File: config.mk
export PLATFORM = sky130hd
export DESIGN_NAME = alu_seq
export DESIGN_NICKNAME = d
export VERILOG_FILES = /design/src/rtl/alu_seq.sv
export SDC_FILE = /design/constraint.sdc
export NUM_CORES = 1
export LEC_CHECK = 0
export ABC_CLOCK_PERIOD_IN_PS = 8100
export BUFFER_PORTS_ARGS = -buffer_cell sky130_fd_sc_hd__buf_2
export CAP_MARGIN = 20
export CORE_UTILIZATION = 40
export CTS_CLUSTER_SIZE = 10
export DETAILED_ROUTE_END_ITERATION = 12
export GPL_ROUTABILITY_DRIVEN = 0
export SYNTH_ARGS = -nofsm -noshare
export SYNTH_HDL_FRONTEND = slang
export SYNTH_SLANG_ARGS = --single-unit
File: constraint.sdc
create_clock -name Clock -period 8.1 [get_ports Clock]
set_clock_uncertainty 0.15 [all_clocks]
set_input_delay 0.81 -clock Clock [delete_from_list [all_inputs] [get_ports Clock]]
set_output_delay 0.81 -clock Clock [all_outputs]
set_load 0.05 [all_outputs]
File: src/rtl/alu_seq.sv
// alu_seq: multi-cycle ALU with a Start/Busy/Done handshake.
// Logic, add/sub, signed compare and shifts finish in one cycle. Unsigned
// multiply (shift-add) and divide (restoring) take WIDTH cycles each.
// Every result and flag is held in a register between Done pulses.
module alu_seq #(
  parameter int WIDTH = 16
) (
  input  logic             Clock,
  input  logic             Reset,
  input  logic             Start,
  input  logic [WIDTH-1:0] A,
  input  logic [WIDTH-1:0] B,
  input  logic             AInvert,
  input  logic [3:0]       Op,
  output logic [WIDTH-1:0] Result,
  output logic [WIDTH-1:0] ResultHi,
  output logic             Zero,
  output logic             Overflow,
  output logic             CarryOut,
  output logic             DivByZero,
  output logic             Busy,
  output logic             Done
);

  localparam int SHW = $clog2(WIDTH);

  localparam logic [3:0] OP_AND = 4'b0000;
  localparam logic [3:0] OP_OR  = 4'b0010;
  localparam logic [3:0] OP_XOR = 4'b0011;
  localparam logic [3:0] OP_ADD = 4'b0100;
  localparam logic [3:0] OP_SUB = 4'b1100;
  localparam logic [3:0] OP_SLT = 4'b0001;
  localparam logic [3:0] OP_SLL = 4'b0101;
  localparam logic [3:0] OP_SRL = 4'b0110;
  localparam logic [3:0] OP_SRA = 4'b0111;
  localparam logic [3:0] OP_MUL = 4'b1000;
  localparam logic [3:0] OP_DIV = 4'b1001;

  // The step counter runs 0 .. WIDTH-1; the step taken at WIDTH-1 is the last.
  localparam logic [SHW:0] LAST_STEP = (SHW+1)'(WIDTH - 1);

  typedef enum logic [1:0] {
    ST_IDLE = 2'b00,
    ST_MUL  = 2'b01,
    ST_DIV  = 2'b10
  } state_t;

  state_t               state_r;
  state_t               state_s;
  logic                 last_step_s;

  logic [SHW:0]         cnt_r;
  logic [2*WIDTH-1:0]   acc_r;
  logic [WIDTH-1:0]     opa_r;
  logic [WIDTH-1:0]     opb_r;

  logic [WIDTH-1:0]     result_r;
  logic [WIDTH-1:0]     result_hi_r;
  logic                 zero_r;
  logic                 ovf_r;
  logic                 cout_r;
  logic                 dbz_r;
  logic                 busy_r;
  logic                 done_r;

  // Single-cycle datapath signals
  logic [WIDTH-1:0]     a_eff_s;
  logic [SHW-1:0]       shamt_s;
  logic [WIDTH:0]       add_s;
  logic [WIDTH:0]       sub_s;
  logic                 add_ovf_s;
  logic                 sub_ovf_s;
  logic [WIDTH-1:0]     res_s;
  logic                 ovf_s;
  logic                 cout_s;

  // Iterative datapath signals
  logic [WIDTH:0]       mul_add_s;
  logic [2*WIDTH-1:0]   mul_next_s;
  logic [WIDTH:0]       div_shift_s;
  logic [WIDTH:0]       div_diff_s;
  logic [2*WIDTH-1:0]   div_next_s;

  assign Result    = result_r;
  assign ResultHi  = result_hi_r;
  assign Zero      = zero_r;
  assign Overflow  = ovf_r;
  assign CarryOut  = cout_r;
  assign DivByZero = dbz_r;
  assign Busy      = busy_r;
  assign Done      = done_r;

  // Single-cycle result and flags, computed from the live operand inputs.
  always_comb begin
    a_eff_s   = AInvert ? ~A : A;
    shamt_s   = B[SHW-1:0];
    add_s     = {1'b0, a_eff_s} + {1'b0, B};
    sub_s     = {1'b0, a_eff_s} + {1'b0, ~B} + {{WIDTH{1'b0}}, 1'b1};
    // Overflow when operands (B inverted for subtract) agree in sign but the sum does not.
    add_ovf_s = (a_eff_s[WIDTH-1] == B[WIDTH-1]) && (add_s[WIDTH-1] != a_eff_s[WIDTH-1]);
    sub_ovf_s = (a_eff_s[WIDTH-1] != B[WIDTH-1]) && (sub_s[WIDTH-1] != a_eff_s[WIDTH-1]);
    res_s     = {WIDTH{1'b0}};
    ovf_s     = 1'b0;
    cout_s    = 1'b0;
    case (Op)
      OP_AND: res_s = a_eff_s & B;
      OP_OR:  res_s = a_eff_s | B;
      OP_XOR: res_s = a_eff_s ^ B;
      OP_ADD: begin
        res_s  = add_s[WIDTH-1:0];
        cout_s = add_s[WIDTH];
        ovf_s  = add_ovf_s;
      end
      OP_SUB: begin
        res_s  = sub_s[WIDTH-1:0];
        cout_s = sub_s[WIDTH];
        ovf_s  = sub_ovf_s;
      end
      OP_SLT: res_s = {{(WIDTH-1){1'b0}}, sub_s[WIDTH-1] ^ sub_ovf_s};
      OP_SLL: res_s = A << shamt_s;
      OP_SRL: res_s = A >> shamt_s;
      OP_SRA: res_s = $signed(A) >>> shamt_s;
      default: res_s = {WIDTH{1'b0}};
    endcase
  end

  // One multiply step and one divide step, derived from the accumulator.
  always_comb begin
    // Multiply: acc = {partial product, remaining multiplier}; add A when LSB set, shift right.
    mul_add_s   = {1'b0, acc_r[2*WIDTH-1:WIDTH]} +
                  (acc_r[0] ? {1'b0, opa_r} : {(WIDTH+1){1'b0}});
    mul_next_s  = {mul_add_s, acc_r[WIDTH-1:1]};
    // Divide: acc = {remainder, dividend bits still to shift in}; restore on negative trial.
    div_shift_s = {acc_r[2*WIDTH-1:WIDTH], acc_r[WIDTH-1]};
    div_diff_s  = div_shift_s - {1'b0, opb_r};
    div_next_s  = div_diff_s[WIDTH] ?
                  {div_shift_s[WIDTH-1:0], acc_r[WIDTH-2:0], 1'b0} :
                  {div_diff_s[WIDTH-1:0],  acc_r[WIDTH-2:0], 1'b1};
  end

  // Next-state logic: IDLE accepts Start, MUL/DIV run until the last step.
  always_comb begin
    state_s     = state_r;
    last_step_s = (cnt_r == LAST_STEP);
    case (state_r)
      ST_IDLE: begin
        if (Start) begin
          state_s = (Op == OP_MUL) ? ST_MUL :
                    (Op == OP_DIV) ? ST_DIV : ST_IDLE;
        end else begin
          state_s = ST_IDLE;
        end
      end
      ST_MUL:  state_s = last_step_s ? ST_IDLE : ST_MUL;
      ST_DIV:  state_s = last_step_s ? ST_IDLE : ST_DIV;
      default: state_s = ST_IDLE;
    endcase
  end

  // State register; Reset wins over any Start on the same edge.
  always_ff @(posedge Clock) begin
    if (Reset) begin
      state_r <= ST_IDLE;
    end else begin
      state_r <= state_s;
    end
  end

  // Operand capture, iterative steps and registered outputs.
  always_ff @(posedge Clock) begin
    if (Reset) begin
      cnt_r       <= {(SHW+1){1'b0}};
      acc_r       <= {(2*WIDTH){1'b0}};
      opa_r       <= {WIDTH{1'b0}};
      opb_r       <= {WIDTH{1'b0}};
      result_r    <= {WIDTH{1'b0}};
      result_hi_r <= {WIDTH{1'b0}};
      zero_r      <= 1'b1;
      ovf_r       <= 1'b0;
      cout_r      <= 1'b0;
      dbz_r       <= 1'b0;
      busy_r      <= 1'b0;
      done_r      <= 1'b0;
    end else begin
      done_r <= 1'b0;
      case (state_r)
        ST_IDLE: begin
          if (Start) begin
            if (Op == OP_MUL) begin
              acc_r  <= {{WIDTH{1'b0}}, B};
              opa_r  <= A;
              opb_r  <= B;
              cnt_r  <= {(SHW+1){1'b0}};
              busy_r <= 1'b1;
            end else if (Op == OP_DIV) begin
              acc_r  <= {{WIDTH{1'b0}}, A};
              opa_r  <= A;
              opb_r  <= B;
              cnt_r  <= {(SHW+1){1'b0}};
              busy_r <= 1'b1;
              // Divide-by-zero is visible from the accepting edge onwards.
              if (B == {WIDTH{1'b0}}) begin
                dbz_r <= 1'b1;
              end
            end else begin
              result_r    <= res_s;
              result_hi_r <= {WIDTH{1'b0}};
              zero_r      <= (res_s == {WIDTH{1'b0}});
              ovf_r       <= ovf_s;
              cout_r      <= cout_s;
              dbz_r       <= 1'b0;
              done_r      <= 1'b1;
            end
          end
        end
        ST_MUL: begin
          acc_r <= mul_next_s;
          cnt_r <= cnt_r + {{SHW{1'b0}}, 1'b1};
          if (last_step_s) begin
            result_r    <= mul_next_s[WIDTH-1:0];
            result_hi_r <= mul_next_s[2*WIDTH-1:WIDTH];
            zero_r      <= (mul_next_s[WIDTH-1:0] == {WIDTH{1'b0}});
            ovf_r       <= (mul_next_s[2*WIDTH-1:WIDTH] != {WIDTH{1'b0}});
            cout_r      <= 1'b0;
            dbz_r       <= 1'b0;
            busy_r      <= 1'b0;
            done_r      <= 1'b1;
          end
        end
        ST_DIV: begin
          acc_r <= div_next_s;
          cnt_r <= cnt_r + {{SHW{1'b0}}, 1'b1};
          if (last_step_s) begin
            if (opb_r == {WIDTH{1'b0}}) begin
              // Defined divide-by-zero result: all-ones quotient, dividend as remainder.
              result_r    <= {WIDTH{1'b1}};
              result_hi_r <= opa_r;
              zero_r      <= 1'b0;
              dbz_r       <= 1'b1;
            end else begin
              result_r    <= div_next_s[WIDTH-1:0];
              result_hi_r <= div_next_s[2*WIDTH-1:WIDTH];
              zero_r      <= (div_next_s[WIDTH-1:0] == {WIDTH{1'b0}});
              dbz_r       <= 1'b0;
            end
            ovf_r  <= 1'b0;
            cout_r <= 1'b0;
            busy_r <= 1'b0;
            done_r <= 1'b1;
          end
        end
        default: begin
          busy_r <= 1'b0;
        end
      endcase
    end
  end

endmodule

==> impl_metrics.yaml <==
synthesis:
  synthDistinctLibCells: 87
  synth-simple-area-share_pct: 19.5
  synth_common_cells: "149 x nand2_1, 131 x nor2_1, 116 x a21oi_1"
  synthXorXnorAreaFrac_pct: 3.69
  syn_avg_cell_area_um2: 7.50
  synth_area_mm2: 0.0113
  synth_top_family_by_area: "compound AO/OA/AOI/OAI gates"
  synth-edff-count: 0
  synth_top_area_share_pct: 19.3
  yosys_warnings: 0
  seq_area_frac_synth_pct: 19.3
  synth_fa_ha_area_share_pct: 10.4
  synthesis.nets: 1640
  ys_ff_latch: 109
  synth.most_common_cell: "nand2_1"
  synthMuxAreaShare_pct: 9.71
  async_flop_share_pct: 0
  synthTopCellsByArea: "dfxtp_1 19%, ha_1 9.5%, a21oi_1 5.1%, mux2i_1 5.1%, nand2_1 4.9%"
  syn-instance-count: 1509
  synth-compound-area-share_pct: 30.2
  synthFlopType: "dfxtp_1"
  yosysTopAreaCell: "dfxtp_1"
sta:
  slew_headroom_pct: 28.5
  finalSetupTns_ns: 0
  rsz0062_at_grt: "false"
  setup_viol: 0
  max_freq_ghz: 0.173
  fin_ws_ns: 2.30
  period_needed_ns: 5.80
  final_hold_viol_count: 0
  period_share_pct: 71.6
  worstMarginPinSlew_ns: 1.07
  report.final.slew_viol_count: 0
clocking:
  worstSkewPairLatency_ns: 0.37
  cts-root-buf: "clkbuf_16"
  numCtsBuffers: 9
  cts_resized: 0
  cts-htree-levels: 3
  post-cts-setup-buffer-count: 0
  clock_sinks: 109
  cts.reportedPaths.clkPinSlew_ns: 0.08
  cts-hold-fix-buffers: 0
  cts_tree: "yes"
  cts_buffer_depth: 2
run_status:
  status: "finished clean"
power:
  power.density_mw_per_mm2: 135
  peakVddDrop_mv: 0.108
  p_leak_nw: 5.07
place:
  portBuffers: 77
  place_ws_ns: 2.07
  hpwl_mm: 31.5
floorplan:
  ios: 78
  fp.dieW_um: 170
  initial_utilization_pct: 40.7
  dieHeight_um: 170
  fp.coreArea_mm2: 0.0278
  dieArea_mm2: 0.0290
  rows: 61
worst_setup_path:
  r2r_cells: 12
  critPathMaxFanout: 47
  slowest_delay_ns: 0.82
  critical_path_class: "in -> reg"
  end_kind: "flip-flop"
  path_cells: "buf_2, clkinv_1, ha_1, o21ai_0, a21oi_1, o41ai_1, nor4_1, o22a_1, a21oi_1, o21bai_1, fa_1, mux4_2, o221ai_1, nor3_1, nand4_1, nor4_1, nand4_1, o21ai_1"
  critPathLaunchType: "input pin"
  required_ns: 8.19
  crit_slowest_cell: "o41ai_1"
  cp.arrival_ns: 5.89
global_routing:
  grt_pass1_wl_mm: 65.6
  grt_pass1_vias: 11200
  grtUsageTotal_pct: 29.5
  antenna_found_initial: 0
  grt_max_degree: 52
  gr-total-overflow: 0
flow_run:
  maxCapViolations: 0
layout:
  fin_nets: 1638
  syn2layout_area_growth_pct: 7.23
  drive_gt1_share_pct: 11.5
  diodes: 0
detailed_routing:
  vias_per_cell: 6.39
  drcViolationCount: 0
  wirelength_mm: 42.8
  drt_iter0_markers: 1273
  dr.pass1.iters: 6
  vias: 12100
  ant_nets: 0
  post_drt_wl_per_cell_um: 22.7
min_path:
  min_path_type: "reg -> reg"
  min_path_cells: 1
==> cell usage in the layout, fill, tap and decap left out, types with 8 or more instances in the layout <==
master	Yosys	final
o21bai_1	9	9
a21oi_1	116	115
a311oi_1	8	8
a211oi_1	23	23
o211a_1	12	12
a31oi_1	12	12
a32oi_1	10	10
o211ai_1	19	19
nor4_1	20	20
o31ai_1	12	12
a21o_1	23	23
and3_1	8	8
nand4_1	8	8
or2_2	8	8
dfxtp_1	109	109
mux2i_1	58	58
mux2_2	28	28
inv_1	86	86
clkbuf_16	0	9
nand2b_1	13	13
buf_2	11	77
xnor2_1	20	20
nor2b_1	10	10
nor2_1	131	131
nand2_1	149	149
nor3_1	28	27
and2_1	25	25
ha_1	86	86
a22oi_1	33	33
mux4_2	9	9
a221oi_1	25	25
nand3_1	28	28
o22ai_1	18	18
buf_4	2	21
or3_1	13	13
xor2_1	24	24
o21ai_0	91	90
o21a_1	14	14
==> worst max-delay path: cells and delay by family <==
| family | cells | cell delay [ns] |
|---|---|---|
| compound gates | 8 | 1.90 |
| simple gates | 5 | 0.57 |
| mux | 1 | 0.47 |
| fa+ha+maj | 2 | 0.96 |
| buf+inv | 2 | 1.16 |
==> logic make-up after synthesis <==
| logic type | Yosys count |
|---|---|
| AO/OA/AOI/OAI | 502 |
| XOR/XNOR | 46 |
| adder cells (fa/ha/maj) | 91 |
| buffers and inverters | 199 |
| flip-flops | 109 |
| multiplexers | 95 |
| AND/OR/NAND/NOR | 467 |
==> flip-flops by register name, indices dropped and copies added (netlist names), 2 cells and up <==
| name | count |
|---|---|
| acc_r | 32 |
| opb_r | 16 |
| opa_r | 16 |
| Result | 16 |
| cnt_r | 5 |
| state_r | 2 |
| ResultHi | 16 |
==> final cells by class <==
cell class	instances	area, µm²
Inverter	88	330
Fill cell	2881	15700
Timing Repair Buffer	98	543
Sequential cell	109	2180
Tap cell	378	473
Clock buffer	9	225
Multi-Input combinational cell	1201	8330
Clock inverter	6	46.3
==> metal layers <==
metal	vias up	track usage (%)	wire length, µm
li1	5559	-	-
met1	5725	38.7	17900
met2	638	46.7	19100
met3	143	4.70	3640
met4	0	15.0	2170
met5	-	0	0
==> metrics by stage <==
step / instance area, µm² / hold WS (ns) / power (mW) / utilization [%] / cells
after floorplan: 11300 / 0.282 / 1.02 / - / 1509
after global placement: 11900 / 0.289 / 1.19 / 42.7 / 1874
after detailed placement: 11900 / 0.292 / 1.19 / 42.7 / 1874
after CTS: 12100 / 0.310 / 1.62 / 43.7 / 1889
after global routing: 12100 / 0.329 / 1.70 / 43.7 / 1889
final: 12100 / 0.305 / 1.63 / 43.7 / 1889
==> final timing paths <==
kind,from,endpoint,slack (ns)
min reg2reg,ResultHi[4]$_SDFFE_PP0P_,ResultHi[4]$_SDFFE_PP0P_,0.31
max,B[2],Zero$_SDFFE_PP1P_,2.30
max reg2reg,acc_r[0]$_SDFFE_PP0P_,Overflow$_SDFFE_PP0P_,3.53
min,ResultHi[4]$_SDFFE_PP0P_,ResultHi[4]$_SDFFE_PP0P_,0.31
==> report_power, final <==
group,internal (mW),switching (mW),leakage [nW],total (mW)
clock network,0.210,0.225,0.129,0.435
logic,0.212,0.415,4.05,0.627
registers,0.553,0.0176,0.885,0.571
total,0.976,0.658,5.07,1.63
Power figures use the tool's default switching activity.
